## config.mk

```make
export PLATFORM = sky130hd
export DESIGN_NAME = regfile_multiport_flat
export DESIGN_NICKNAME = d
export VERILOG_FILES = /design/src/rtl/regfile_multiport_pkg.sv /design/src/rtl/regfile_multiport_if.sv /design/src/rtl/regfile_multiport_scoreboard.sv /design/src/rtl/regfile_multiport.sv /design/src/flat_wrapper.sv
export SDC_FILE = /design/constraint.sdc
export NUM_CORES = 1
export LEC_CHECK = 0
export CAP_MARGIN = 15
export CORE_MARGIN = 10
export CORE_UTILIZATION = 50
export CTS_CLUSTER_SIZE = 30
export DETAILED_ROUTE_END_ITERATION = 7
export PLACE_DENSITY = 0.68
export SYNTH_ARGS = -nofsm -noshare
export SYNTH_HDL_FRONTEND = slang
export SYNTH_SLANG_ARGS = --single-unit
export TNS_END_PERCENT = 10
```

## constraint.sdc

```tcl
create_clock -name clk -period 3.45 [get_ports clk]
set_input_delay 0.345 -clock clk [delete_from_list [all_inputs] [get_ports clk]]
set_output_delay 0.345 -clock clk [all_outputs]
set_load 0.05 [all_outputs]
```

## src/rtl/regfile_multiport_pkg.sv

```systemverilog
// Shared types and width helpers for the multiport register file.
package regfile_multiport_pkg;

    typedef enum logic {
        RfStClear,
        RfStRun
    } rf_state_e;

    function automatic int sel_w_of(input int num_regs);
        return (num_regs > 1) ? $clog2(num_regs) : 1;
    endfunction

    function automatic int bus_w_of(input int ports, input int width);
        return ports * width;
    endfunction

endpackage

```

## src/rtl/regfile_multiport_if.sv

```systemverilog
// Read/write/reservation bus of the multiport register file.
interface regfile_multiport_if
    import regfile_multiport_pkg::*;
#(
    parameter int NUM_REGS   = 16,
    parameter int DATA_WIDTH = 32,
    parameter int NUM_RD     = 3
);
    localparam int SEL_W = sel_w_of(NUM_REGS);

    logic [NUM_RD-1:0]                       rd_en;
    logic [NUM_RD*SEL_W-1:0]                 rd_sel;
    logic [bus_w_of(NUM_RD, DATA_WIDTH)-1:0] rd_data;
    logic [NUM_RD-1:0]                       rd_pending;
    logic                                    wr_en;
    logic [SEL_W-1:0]                        wr_sel;
    logic [DATA_WIDTH-1:0]                   wr_data;
    logic                                    rsv_en;
    logic [SEL_W-1:0]                        rsv_sel;
    logic                                    ready;

    modport master (
        output rd_en, rd_sel, wr_en, wr_sel, wr_data, rsv_en, rsv_sel,
        input  rd_data, rd_pending, ready
    );

    modport slave (
        input  rd_en, rd_sel, wr_en, wr_sel, wr_data, rsv_en, rsv_sel,
        output rd_data, rd_pending, ready
    );

endinterface

```

## src/rtl/regfile_multiport_scoreboard.sv

```systemverilog
// Per-register pending-write bits: reservation sets, write clears, set wins on a tie.
module reg_scoreboard
    import regfile_multiport_pkg::*;
#(
    parameter int NUM_REGS = 16,
    parameter int ZERO_REG = 1
) (
    input  logic                          clk,
    input  logic                          rst,
    input  logic                          wr_en,
    input  logic [sel_w_of(NUM_REGS)-1:0] wr_sel,
    input  logic                          rsv_en,
    input  logic [sel_w_of(NUM_REGS)-1:0] rsv_sel,
    output logic [NUM_REGS-1:0]           pending_cur,
    output logic [NUM_REGS-1:0]           pending_next
);
    logic [NUM_REGS-1:0] pending_q;

    always_comb begin
        pending_next = pending_q;
        if (wr_en) pending_next[wr_sel] = 1'b0;
        if (rsv_en) pending_next[rsv_sel] = 1'b1;
        if (ZERO_REG != 0) pending_next[0] = 1'b0;
    end

    always_ff @(posedge clk) begin
        if (rst) pending_q <= '0;
        else     pending_q <= pending_next;
    end

    assign pending_cur = pending_q;

endmodule

```

## src/rtl/regfile_multiport.sv

```systemverilog
// Register file with N registered read ports, one write port, post-reset clear
// engine and pending-write scoreboard.
module regfile_multiport
    import regfile_multiport_pkg::*;
#(
    parameter int NUM_REGS   = 16,
    parameter int DATA_WIDTH = 32,
    parameter int NUM_RD     = 3,
    parameter int BYPASS     = 1,
    parameter int ZERO_REG   = 1
) (
    input logic                clk,
    input logic                rst,
    regfile_multiport_if.slave bus
);
    localparam int SEL_W = sel_w_of(NUM_REGS);

    typedef struct packed {
        logic                  wr_en;
        logic [SEL_W-1:0]      wr_sel;
        logic [DATA_WIDTH-1:0] wr_data;
        logic                  rsv_en;
        logic [SEL_W-1:0]      rsv_sel;
    } wr_port_t;

    wr_port_t              wp;
    rf_state_e             state_q, state_d;
    logic [SEL_W-1:0]      idx_q, idx_d;
    logic                  run;
    logic                  mem_we;
    logic [SEL_W-1:0]      mem_addr;
    logic [DATA_WIDTH-1:0] mem_wdata;
    logic [DATA_WIDTH-1:0] mem [NUM_REGS];
    logic [NUM_REGS-1:0]   pending_cur, pending_next;
    logic [SEL_W-1:0]      rd_sel_c [NUM_RD];
    logic [DATA_WIDTH-1:0] rd_word_c [NUM_RD];
    logic [NUM_RD-1:0]     rd_pend_c;
    logic [NUM_RD*DATA_WIDTH-1:0] rd_data_p1;
    logic [NUM_RD-1:0]            rd_pending_p1;

    assign wp  = '{wr_en: bus.wr_en, wr_sel: bus.wr_sel, wr_data: bus.wr_data,
                   rsv_en: bus.rsv_en, rsv_sel: bus.rsv_sel};
    assign run = (state_q == RfStRun);

    always_ff @(posedge clk) begin
        if (rst) begin
            state_q <= RfStClear;
            idx_q   <= '0;
        end else begin
            state_q <= state_d;
            idx_q   <= idx_d;
        end
    end

    always_comb begin
        state_d   = state_q;
        idx_d     = idx_q;
        mem_we    = 1'b0;
        mem_addr  = wp.wr_sel;
        mem_wdata = wp.wr_data;
        case (state_q)
            RfStClear: begin
                mem_we    = 1'b1;
                mem_addr  = idx_q;
                mem_wdata = '0;
                idx_d     = idx_q + 1'b1;
                if (idx_q == SEL_W'(NUM_REGS - 1)) begin
                    state_d = RfStRun;
                    idx_d   = '0;
                end
            end
            RfStRun: mem_we = wp.wr_en && !((ZERO_REG != 0) && (wp.wr_sel == '0));
            default: state_d = RfStClear;
        endcase
        // A write or clear step coinciding with rst is dropped.
        if (rst) mem_we = 1'b0;
    end

    always_ff @(posedge clk) begin
        if (mem_we) mem[mem_addr] <= mem_wdata;
    end

    reg_scoreboard #(
        .NUM_REGS (NUM_REGS),
        .ZERO_REG (ZERO_REG)
    ) u_scoreboard (
        .clk          (clk),
        .rst          (rst),
        .wr_en        (wp.wr_en && run),
        .wr_sel       (wp.wr_sel),
        .rsv_en       (wp.rsv_en && run),
        .rsv_sel      (wp.rsv_sel),
        .pending_cur  (pending_cur),
        .pending_next (pending_next)
    );

    for (genvar p = 0; p < NUM_RD; p++) begin : g_sel
        assign rd_sel_c[p] = bus.rd_sel[p*SEL_W +: SEL_W];
    end

    always_comb begin
        for (int p = 0; p < NUM_RD; p++) begin
            rd_word_c[p] = '0;
            rd_pend_c[p] = 1'b0;
            if (run && !((ZERO_REG != 0) && (rd_sel_c[p] == '0))) begin
                if ((BYPASS != 0) && wp.wr_en && (wp.wr_sel == rd_sel_c[p]))
                    rd_word_c[p] = wp.wr_data;
                else
                    rd_word_c[p] = mem[rd_sel_c[p]];
                rd_pend_c[p] = (BYPASS != 0) ? pending_next[rd_sel_c[p]]
                                             : pending_cur[rd_sel_c[p]];
            end
        end
    end

    // Stage p1: registered read ports; disabled ports hold.
    always_ff @(posedge clk) begin
        if (rst) begin
            rd_data_p1    <= '0;
            rd_pending_p1 <= '0;
        end else begin
            for (int p = 0; p < NUM_RD; p++) begin
                if (bus.rd_en[p]) begin
                    rd_data_p1[p*DATA_WIDTH +: DATA_WIDTH] <= rd_word_c[p];
                    rd_pending_p1[p]                       <= rd_pend_c[p];
                end
            end
        end
    end

    assign bus.rd_data    = rd_data_p1;
    assign bus.rd_pending = rd_pending_p1;
    assign bus.ready      = run;

endmodule

```

## src/flat_wrapper.sv

```systemverilog
// flat-port wrapper written by rule: the top's interface ports become plain ports
module regfile_multiport_flat import regfile_multiport_pkg::*;
#(
    parameter int NUM_REGS   = 16,
    parameter int DATA_WIDTH = 32,
    parameter int NUM_RD     = 3,
    parameter int BYPASS     = 1,
    parameter int ZERO_REG   = 1
)
  (clk, rst, bus_rd_en, bus_rd_sel, bus_wr_en, bus_wr_sel, bus_wr_data, bus_rsv_en, bus_rsv_sel, bus_rd_data, bus_rd_pending, bus_ready);
  regfile_multiport_if #(.NUM_REGS(NUM_REGS), .DATA_WIDTH(DATA_WIDTH), .NUM_RD(NUM_RD)) bus_i ();
  input logic clk;
  input logic rst;
  input wire logic [$bits(bus_i.rd_en)-1:0] bus_rd_en;
  input wire logic [$bits(bus_i.rd_sel)-1:0] bus_rd_sel;
  input wire logic [$bits(bus_i.wr_en)-1:0] bus_wr_en;
  input wire logic [$bits(bus_i.wr_sel)-1:0] bus_wr_sel;
  input wire logic [$bits(bus_i.wr_data)-1:0] bus_wr_data;
  input wire logic [$bits(bus_i.rsv_en)-1:0] bus_rsv_en;
  input wire logic [$bits(bus_i.rsv_sel)-1:0] bus_rsv_sel;
  output wire logic [$bits(bus_i.rd_data)-1:0] bus_rd_data;
  output wire logic [$bits(bus_i.rd_pending)-1:0] bus_rd_pending;
  output wire logic [$bits(bus_i.ready)-1:0] bus_ready;
  assign bus_i.rd_en = bus_rd_en;
  assign bus_i.rd_sel = bus_rd_sel;
  assign bus_i.wr_en = bus_wr_en;
  assign bus_i.wr_sel = bus_wr_sel;
  assign bus_i.wr_data = bus_wr_data;
  assign bus_i.rsv_en = bus_rsv_en;
  assign bus_i.rsv_sel = bus_rsv_sel;
  assign bus_rd_data = bus_i.rd_data;
  assign bus_rd_pending = bus_i.rd_pending;
  assign bus_ready = bus_i.ready;
  regfile_multiport #(.NUM_REGS(NUM_REGS), .DATA_WIDTH(DATA_WIDTH), .NUM_RD(NUM_RD), .BYPASS(BYPASS), .ZERO_REG(ZERO_REG)) u_core (.clk(clk), .rst(rst), .bus(bus_i));
endmodule
```

==> summary.md, run 1 <==
| Metric | Value |
|---|---|
| Detail Placement HPWL | `65600 um` |
| HP Class | `in2reg` |
| Slowest stage delay, CP | `0.95 ns` |
| P_leak | `0.0129 uW` |
| Worst Path Required | `3.11 ns` |
| Pwr per Cell Area | `462 nW/um2` |
| Hold Path Depth | `4` |
| Terminus of the critical flop-to-flop path | `u_core.bus.rd_data[82]$_SDFFE_PP0P_` |
| FFs w/ async S/R, synth | `0` |
| DRT Pass-1 Iters | `6` |
| Fmax | `371 MHz` |
| Max rail drop VDD | `0.396 mV` |
| WHS | `0.316 ns` |
| Net Sw Frac | `0.234` |
| Hold Path Origin | `bus_rd_sel[7]` |
| Die Width | `279 um` |
| Syn. warnings | `0` |
| Post-Route WL | `105000 um` |
| Mapped cell area | `33500 um2` |
| Number of routed nets with antenna violations | `0` |
| GR Util All Layers | `0.267` |
| DR vias/cell | `7.23` |
| Worst R2R Setup Slack | `0.82 ns` |
| Setup bufs post-CTS | `0` |
| Seq/Total Area, Yosys | `0.530` |
| TNS Setup | `0 ns` |
| Reg2Reg Depth | `6` |
| Hold endpoint | `u_core.bus.rd_pending[1]$_SDFFE_PP0P_` |
| Worst-Margin Slew | `1.04 ns` |
| Final setup fails | `0` |
| Type of origin of the critical path | `flip-flop` |
| Die Span Y | `279 um` |
| Comb power frac | `0.093` |
| Critical path class | `reg2out` |
| Hold buffers post-CTS | `0` |
| Minimum clock period | `2.70 ns` |
| Outcome | `finished, final reports clean` |
| Later-pin clock latency in the skew report | `0.63 ns` |
| Crit share post-route | `0.782` |
| # IOs | `159` |
| Cts repair resizes | `0` |
| # fillers | `4874` |
| Sequential Power Share | `0.460` |
| Top-area cell type share of the netlist area | `0.459` |
| Critical path peak fanout | `37` |
| CP endpoint kind | `output pin` |
| H-tree depth | `3` |
| Syn avg cell area | `16.9 um2` |
| Tot Pwr | `18000 uW` |
| Drt drc | `0` |
| Clk sink count | `631` |
| Post-Synthesis Cells | `1985` |
| Clk slew on worst S/H paths | `0.06 ns` |
| Worst Path Buf+Inv | `1` |
| Clock Power Share | `0.447` |
| Pint | `13800 uW` |
| CTS buffer count | `70` |
| Area grow syn2layout | `16.0%` |
| Layout cell share with drive strength beyond 1 | `0.324` |
| FF+latch count, synth | `631` |
| Vias | `22099` |
| EDFF count, synth | `512` |
| Final Hold Vio Count | `0` |
| Top delay family on crit path | `buffers and inverters` |
| Root Buffer | `clkbuf_16` |
| Max-slew violation count | `0` |
| Starting density of the core | `0.507` |
| Antenna diodes | `0` |
| Core ar. | `66100 um2` |
| Vias in the first global route | `22531` |
| RSZ-0062 raised after global routing | `no` |
| CP Cell Sequence | `clkdlybuf4s50_1` |
| Max-cap violations | `0` |
| Slowest CP cell | `clkdlybuf4s50_1` |
| IO Port Bufs | `158` |
| Post-synth top flop | `edfxtp_1` |
| GPL Wtd Cong | `0.887` |
| Largest net degree at the start of global routing | `61` |
| Final clock skew | `0.0213 ns` |
| Die area | `77800 um2` |
| Critical Path AT | `2.35 ns` |
| Largest cells by area after synthesis | `edfxtp_1, mux4_2, dfxtp_1` |
| Synth area leader | `edfxtp_1` |
| # nets final | `2195` |
| Initial antenna violation count | `3` |
| CTS tree | `done` |
| Max-slew headroom | `0.306` |
| DRT iter0 DRCs | `2735` |
| Row cnt | `94` |
| Overflow after GRT | `0` |
| Sw power | `4210 uW` |
| Mapped Nets | `2045` |
| Deepest clock path buffer count | `3` |
| Cell variety after synth | `61` |
| R2r startpoint | `u_core.bus.ready$_SDFF_PP0_` |
| Drt wl/cell | `34.3 um` |
| First-pass GRT wire length | `154000 um` |
## synthesized netlist by cell type, types with 3 or more instances
cell type,instances
a211oi_1,135
a211oi_2,58
a21boi_0,3
a21oi_1,23
a221o_1,93
a22oi_1,3
a31oi_1,5
a32o_1,4
and2_1,96
buf_1,14
buf_12,4
buf_2,63
buf_4,19
buf_6,21
clkbuf_1,73
dfxtp_1,119
edfxtp_1,512
inv_1,7
mux2i_1,96
mux4_1,3
mux4_2,381
nand2_1,36
nand2b_1,14
nand3_1,21
nand4_1,8
nor2_1,38
nor2b_1,49
nor3_1,5
o2111ai_1,4
o21ai_0,17
o21ai_1,9
o221ai_1,3
o22ai_1,3
xnor2_1,4
xor2_1,9
## final cells by class
class                   count  area (um2)  share of cell area
flip-flops and latches    631       17800               0.457
multi-input cells        1152       14800               0.380
repair buffers            273        2790              0.0719
clock buffers              87        1870              0.0480
well taps                 864        1080              0.0278
clock inverters            43         594              0.0153
inverters                   7        26.3            0.000676
## state kept, by name, summed over array words and instances, names as in the netlist
name / flops
u_core.bus.ready: 1
u_core.bus.rd_pending: 3
u_core.mem: 512
u_core.u_scoreboard.pending_cur: 15
u_core.bus.rd_data: 96
u_core.idx_q: 4
## routing by layer
| metal | part of all wire | track usage | up-vias |
|---|---|---|---|
| met4 | 0.038 | 0.102 | 4 |
| met3 | 0.098 | 0.0501 | 257 |
| met5 | 0.00025 | 0 | - |
| met1 | 0.38 | 0.354 | 11596 |
| li1 | - | - | 8831 |
| met2 | 0.49 | 0.433 | 1411 |
## cells by family (layout without fill, tap and decap cells)
logic type	Yosys count	after routing	synth area share
AND/OR/NAND/NOR	285	285	0.0487
flip-flops	631	631	0.530
multiplexers	481	481	0.287
buffers and inverters	202	410	0.0341
AO/OA/AOI/OAI	372	372	0.0961
XOR/XNOR	13	13	0.00340
adder cells (fa/ha/maj)	1	1	0.000373
## cell usage in the layout (no fill, tap or decap), types with 71 or more instances in the layout
cell and count:
edfxtp_1 512, mux2i_1 96, mux4_2 381, clkdlybuf4s50_1 146, a211oi_1 135, clkbuf_16 71, and2_1 94, dfxtp_1 118
buf_4 94, a221o_1 93
## stage by stage
stage	instance area, um2	utilization	setup slack (ns)	instances
floorplan	33500	-	-0.144	1985
global placement	36400	0.551	0.483	2927
detailed placement	36400	0.551	0.446	2927
CTS	38900	0.588	0.744	3057
global route	38900	0.588	0.679	3057
finish	38900	0.588	0.753	3057
## power by group through the flow
stage | sequential [uW] | clock [uW] | combinational [uW]
2_1_floorplan | 8400 | 0 | 1140
3_3_place_gp | 8410 | 0 | 1650
3_5_place_dp | 8420 | 0 | 1660
4_1_cts | 8260 | 8100 | 1670
5_1_grt | 8260 | 8400 | 1750
6_report | 8260 | 8030 | 1670
## how the worst max path moves through the flow
stage,endpoint,slack (ns),start,cells after the start
2_1_floorplan,u_core.mem[1][0]$_DFFE_PP_,-0.14,u_core.bus.ready$_SDFF_PP0_,7
3_3_place_gp,u_core.bus.rd_data[53]$_SDFFE_PP0P_,0.48,bus_rd_sel[5],7
3_5_place_dp,u_core.bus.rd_data[50]$_SDFFE_PP0P_,0.45,bus_rd_sel[5],7
4_1_cts,bus_ready,0.74,u_core.bus.ready$_SDFF_PP0_,1
5_1_grt,bus_ready,0.68,u_core.bus.ready$_SDFF_PP0_,1
6_report,bus_ready,0.75,u_core.bus.ready$_SDFF_PP0_,1
(Power assumes the default switching activity.)
==> run 2: changes to the inputs <==
==> constraint.sdc (replaced) <==
create_clock -name clk -period 2.77 [get_ports clk]
set_input_delay 0.277 -clock clk [delete_from_list [all_inputs] [get_ports clk]]
set_output_delay 0.277 -clock clk [all_outputs]
set_load 0.05 [all_outputs]
==> summary.md, run 2 (synthesis results as in run 1) <==
| Metric | Value |
|---|---|
| Type of origin of the critical path | `flip-flop` |
| Row cnt | `94` |
| Drt wl/cell | `34.1 um` |
| Minimum clock period | `2.59 ns` |
| Final clock skew | `0.0206 ns` |
| Post-Route WL | `106000 um` |
| Die Width | `279 um` |
| Layout cell share with drive strength beyond 1 | `0.344` |
| Starting density of the core | `0.507` |
| Critical path peak fanout | `21` |
| Critical path class | `reg2reg` |
| CP endpoint kind | `flip-flop` |
| Overflow after GRT | `0` |
| # IOs | `159` |
| Max rail drop VDD | `0.417 mV` |
| Worst-Margin Slew | `1.03 ns` |
| Final Hold Vio Count | `0` |
| Root Buffer | `clkbuf_16` |
| RSZ-0062 raised after global routing | `no` |
| Max-slew headroom | `0.313` |
| GR Util All Layers | `0.271` |
| H-tree depth | `3` |
| P_leak | `0.0134 uW` |
| Number of routed nets with antenna violations | `0` |
| Drt drc | `0` |
| Clk slew on worst S/H paths | `0.06 ns` |
| Later-pin clock latency in the skew report | `0.63 ns` |
| Outcome | `finished, final reports clean` |
| Area grow syn2layout | `18.8%` |
| Fmax | `386 MHz` |
| Pwr per Cell Area | `569 nW/um2` |
| IO Port Bufs | `158` |
| Hold endpoint | `u_core.bus.rd_pending[0]$_SDFFE_PP0P_` |
| Vias | `22414` |
| Worst Path Required | `3.33 ns` |
| Max-slew violation count | `0` |
| Biggest register | `u_core.mem` |
| Worst R2R Setup Slack | `0.18 ns` |
| HP Class | `in2reg` |
| CTS buffer count | `72` |
| R2r startpoint | `u_core.bus.ready$_SDFF_PP0_` |
| DR vias/cell | `7.18` |
| Antenna diodes | `0` |
| # nets final | `2258` |
| First-pass GRT wire length | `156000 um` |
| Die Span Y | `279 um` |
| Placed insts | `2988` |
| Final setup fails | `0` |
| Crit share post-route | `0.935` |
| Clk sink count | `631` |
| Terminus of the critical flop-to-flop path | `u_core.bus.rd_data[78]$_SDFFE_PP0P_` |
| Setup bufs post-CTS | `0` |
| CTS tree | `done` |
| Largest register FFs | `512` |
| Core ar. | `66100 um2` |
| # fillers | `4822` |
| Detail Placement HPWL | `66500 um` |
| Most frequent cells in the layout | `edfxtp_1, mux4_2, clkdlybuf4s50_1, a211oi_1, buf_4` |
| Cts repair resizes | `0` |
| Non-Filler Instances | `3121` |
| Reg2Reg Depth | `6` |
| DRT iter0 DRCs | `2868` |
| Max-cap violations | `0` |
| Hold Path Origin | `bus_rd_sel[3]` |
| Hold buffers post-CTS | `0` |
| Tot Pwr | `22600 uW` |
| Initial antenna violation count | `2` |
| Deepest clock path buffer count | `3` |
| GPL Wtd Cong | `0.869` |
| Largest net degree at the start of global routing | `65` |
| Most common library cell in the layout ignoring fill and taps | `edfxtp_1` |
| Die area | `77800 um2` |
| Critical Path AT | `3.15 ns` |
| Hold Path Depth | `4` |
| DRT Pass-1 Iters | `5` |
| Vias in the first global route | `23077` |
==> run 2: changes by cell type in the layout (fill, tap and decap cells not counted), sizes merged <==
cell	previous run	this run
clkdlybuf4s50	146	145
clkbuf	90	92
buf	124	186
clkinv	23	22
inv	10	11
bufinv	12	13
==> run 2: how the worst max path moves through the flow <==
stage / from / endpoint / slack, ns / cells past startpoint
global route: u_core.bus.ready$_SDFF_PP0_ / u_core.bus.rd_data[78]$_SDFFE_PP0P_ / 0.09 / 6
detailed placement: bus_wr_sel[0] / u_core.bus.rd_pending[1]$_SDFFE_PP0P_ / 0.03 / 7
finish: u_core.bus.ready$_SDFF_PP0_ / u_core.bus.rd_data[78]$_SDFFE_PP0P_ / 0.18 / 6
CTS: u_core.bus.ready$_SDFF_PP0_ / u_core.bus.rd_data[78]$_SDFFE_PP0P_ / 0.23 / 6
floorplan: u_core.bus.ready$_SDFF_PP0_ / u_core.mem[3][0]$_DFFE_PP_ / -0.13 / 7
global placement: bus_wr_sel[0] / u_core.mem[7][7]$_DFFE_PP_ / 0.07 / 7
==> run 2: report_power, final <==
part / total, uW / switching [uW] / internal, uW
Sequential: 10300 / 61.2 / 10200
Combinational: 2180 / 1150 / 1030
Clock: 10200 / 4010 / 6160
==> run 2: critical path, stage by stage (launching register included) <==
cell and delay [ns]:
dfxtp_2 0.66, nand2_1 0.21, a211oi_1 0.48, nand2b_2 0.24
buf_4 0.25, a211oi_1 0.50, a221o_1 0.19
==> run 2: final cells by class <==
class	instances	area, um2	area share
Clock buffer	89	1910	0.0479
Clock inverter	44	608	0.0153
Inverter	7	26.3	0.000660
Multi-Input combinational cell	1152	14800	0.371
Sequential cell	631	17800	0.446
Tap cell	864	1080	0.0272
Timing Repair Buffer	334	3650	0.0917
==> run 2: stage by stage <==
step	TNS (ns)	cell area [um2]	utilization	worst slack, ns	hold slack [ns]
3_3_place_gp	0	37300	0.564	0.0680	0.466
6_report	0	39800	0.602	0.180	0.208
3_5_place_dp	0	37300	0.564	0.0282	0.470
4_1_cts	0	39800	0.602	0.231	0.189
2_1_floorplan	-36.66	33600	-	-0.127	0.415
5_1_grt	0	39800	0.602	0.0908	0.226
==> run 2: metal layers <==
metal / routed length (um) / vias up / GRT usage
met5: 0 / - / 0
met4: 3590 / 0 / 0.0989
met3: 12000 / 236 / 0.0551
met2: 50800 / 1596 / 0.431
met1: 40000 / 11627 / 0.366
li1: - / 8955 / -
==> patch, RTL diff (config.mk and constraints of run 2) <==
`NUM_RD` is set to 3 in 3 places; all go to 6.
--- a/src/rtl/regfile_multiport_if.sv
+++ b/src/rtl/regfile_multiport_if.sv
@@ -6,3 +6,3 @@
     parameter int DATA_WIDTH = 32,
-    parameter int NUM_RD     = 3
+    parameter int NUM_RD     = 6
 );
--- a/src/rtl/regfile_multiport.sv
+++ b/src/rtl/regfile_multiport.sv
@@ -7,3 +7,3 @@
     parameter int DATA_WIDTH = 32,
-    parameter int NUM_RD     = 3,
+    parameter int NUM_RD     = 6,
     parameter int BYPASS     = 1,
--- a/src/flat_wrapper.sv
+++ b/src/flat_wrapper.sv
@@ -5,3 +5,3 @@
     parameter int DATA_WIDTH = 32,
-    parameter int NUM_RD     = 3,
+    parameter int NUM_RD     = 6,
     parameter int BYPASS     = 1,
Interface: changed (resized bus_rd_data, bus_rd_en, bus_rd_pending and bus_rd_sel); port bits go from 159 to 273. No check against the original RTL was run, so the function may have changed too.
==> patch against run 2 <==
  * Non-clock buffer count grew 295
  * Count of clock-buffer cells in the layout grew 17
  * Sequential cell count grew 99
  * Critical path type is now reg -> out
  * Largest power group is now clock
  * Total power grew 26%
  * Setup slack lost 160 ps
  * Cell area grew 49%
  * Synthesized area grew 47%
  * Wire length grew 91%
  * First-iteration DRC count grew 150%
==> patch: results (changes against run 2) <==
CP max stage cell = clkdlybuf4s50_1
min Tclk post-route = 2750 ps (+163 ps)
number of fill cells = 7,051 (+46%)
num tapcells = 1,276 (+48%)
first-pass GRT wire length = 288 mm (+85%)
leakage = 20.3 nW (+51%)
n_diodes = 4 (+4)
Layout Skew = 27.9 ps (+7.26 ps)
clk tree area frac = 5.11% (-1.2 points)
Placed Area = 56,300 µm² (+51%)
FF+latch count = 730 (+16%)
routability cong. = 0.974 (+12%)
fin util = 61.1% (+0.85 points)
Synth top cells by count = mux4_2 (770), edfxtp_1 (512), a211oi_1 (354)
sequential element share of the synthesized area = 40.2% (-13 points)
CP Capture Type = primary output
Vias/cell = 8.04 (+12%)
Peak VDD IR = 0.443 mV (+6.1%)
Slew @ Worst Pin = 1190 ps (+161 ps)
GRT Total Usage = 35.7% (+8.7 points)
register fraction of the total cell area = 33.3% (-11 points)
Clock Pin Slew Worst Setup and Hold Paths = 60 ps (about the same)
PortBufs = 272 (+72%)
CTS Buf Count = 83 (+15%)
CP delay by family, top = buffers and inverters
#MultiIn Comb = 2,141 (+86%)
area of the multi-input gates = 27,800 µm² (+88%)
status = finished, final reports clean
Mean Syn Cell Area = 15.1 µm² (-11%)
hpwl dp = 134 mm (+100%)
vias in the first global route = 39,724 (+72%)
Crit path largest cell delay = 860 ps (+200 ps)
capturing point of the worst reg2reg path = u_core.bus.rd_pending[0]$_SDFFE_PP0P_
Distinct cells, synth = 70 (+15%)
Synth area leaders = mux4_2 (35%), edfxtp_1 (31%), dfxtp_1 (8.9%)
DRT iter0 DRCs = 7,128 (+150%)
Data buffer area share = 11.9% (+2.8 points)
crit-path max FO = 14 (-33%)
Worst Hold Path EP = u_core.bus.rd_pending[1]$_SDFFE_PP0P_
post_cts resized = 0 (unchanged)
initial antenna violation count = 6 (+4)
Hold Slack = 145 ps (-63.1 ps)
clk_lat worst skew = 680 ps (+50 ps)
Arrival @ worst endpoint = 2480 ps (-670 ps)
syn_nets = 3,329 (+63%)
hold path cells = 3 (-1)
DP Cell Count = 4,791 (+60%)
first-pass iteration count of the detailed router = 6 (+1)
nets = 3,675 (+63%)
hold_sp = bus_rd_sel[7]
FF-to-FF setup slack = 130 ps (-50 ps)
post-place setup slack = -43.0 ps (-71.1 ps)
Worst Setup EP = bus_ready
[patch: cell families (layout without fill, tap and decap cells)]
group	count (synthesis)	in the layout	share of synthesized area (%)
muxes	968	968	39.3
other	0	4	0
adders and majority gates	1	1	0.0255
DFF	730	730	40.2
xor gates and xnor gates	25	25	0.446
buffers and inverters	383	800	3.66
AOI/OAI and AO/OA	648	648	10.8
and+or+nand+nor	499	499	5.56
[patch: power by group]
group | total, mW | switching [mW] | internal, mW
Clock | 12.4 | 4.93 | 7.44
Sequential | 11.8 | 0.118 | 11.6
Combinational | 4.26 | 2.31 | 1.95
Total | 28.4 | 7.37 | 21.0
[patch: metal layers]
metal  vias to the layer above  global-route usage (%)  share of wire, %  wire length [µm]
met5                         -                       0             0.040                81
met1                     20017                    46.3                34             70300
met4                        10                    17.7               5.6             11500
li1                      14908                       -                 -                 -
met3                       783                    13.5                16             32800
met2                      4098                    52.4                44             89200
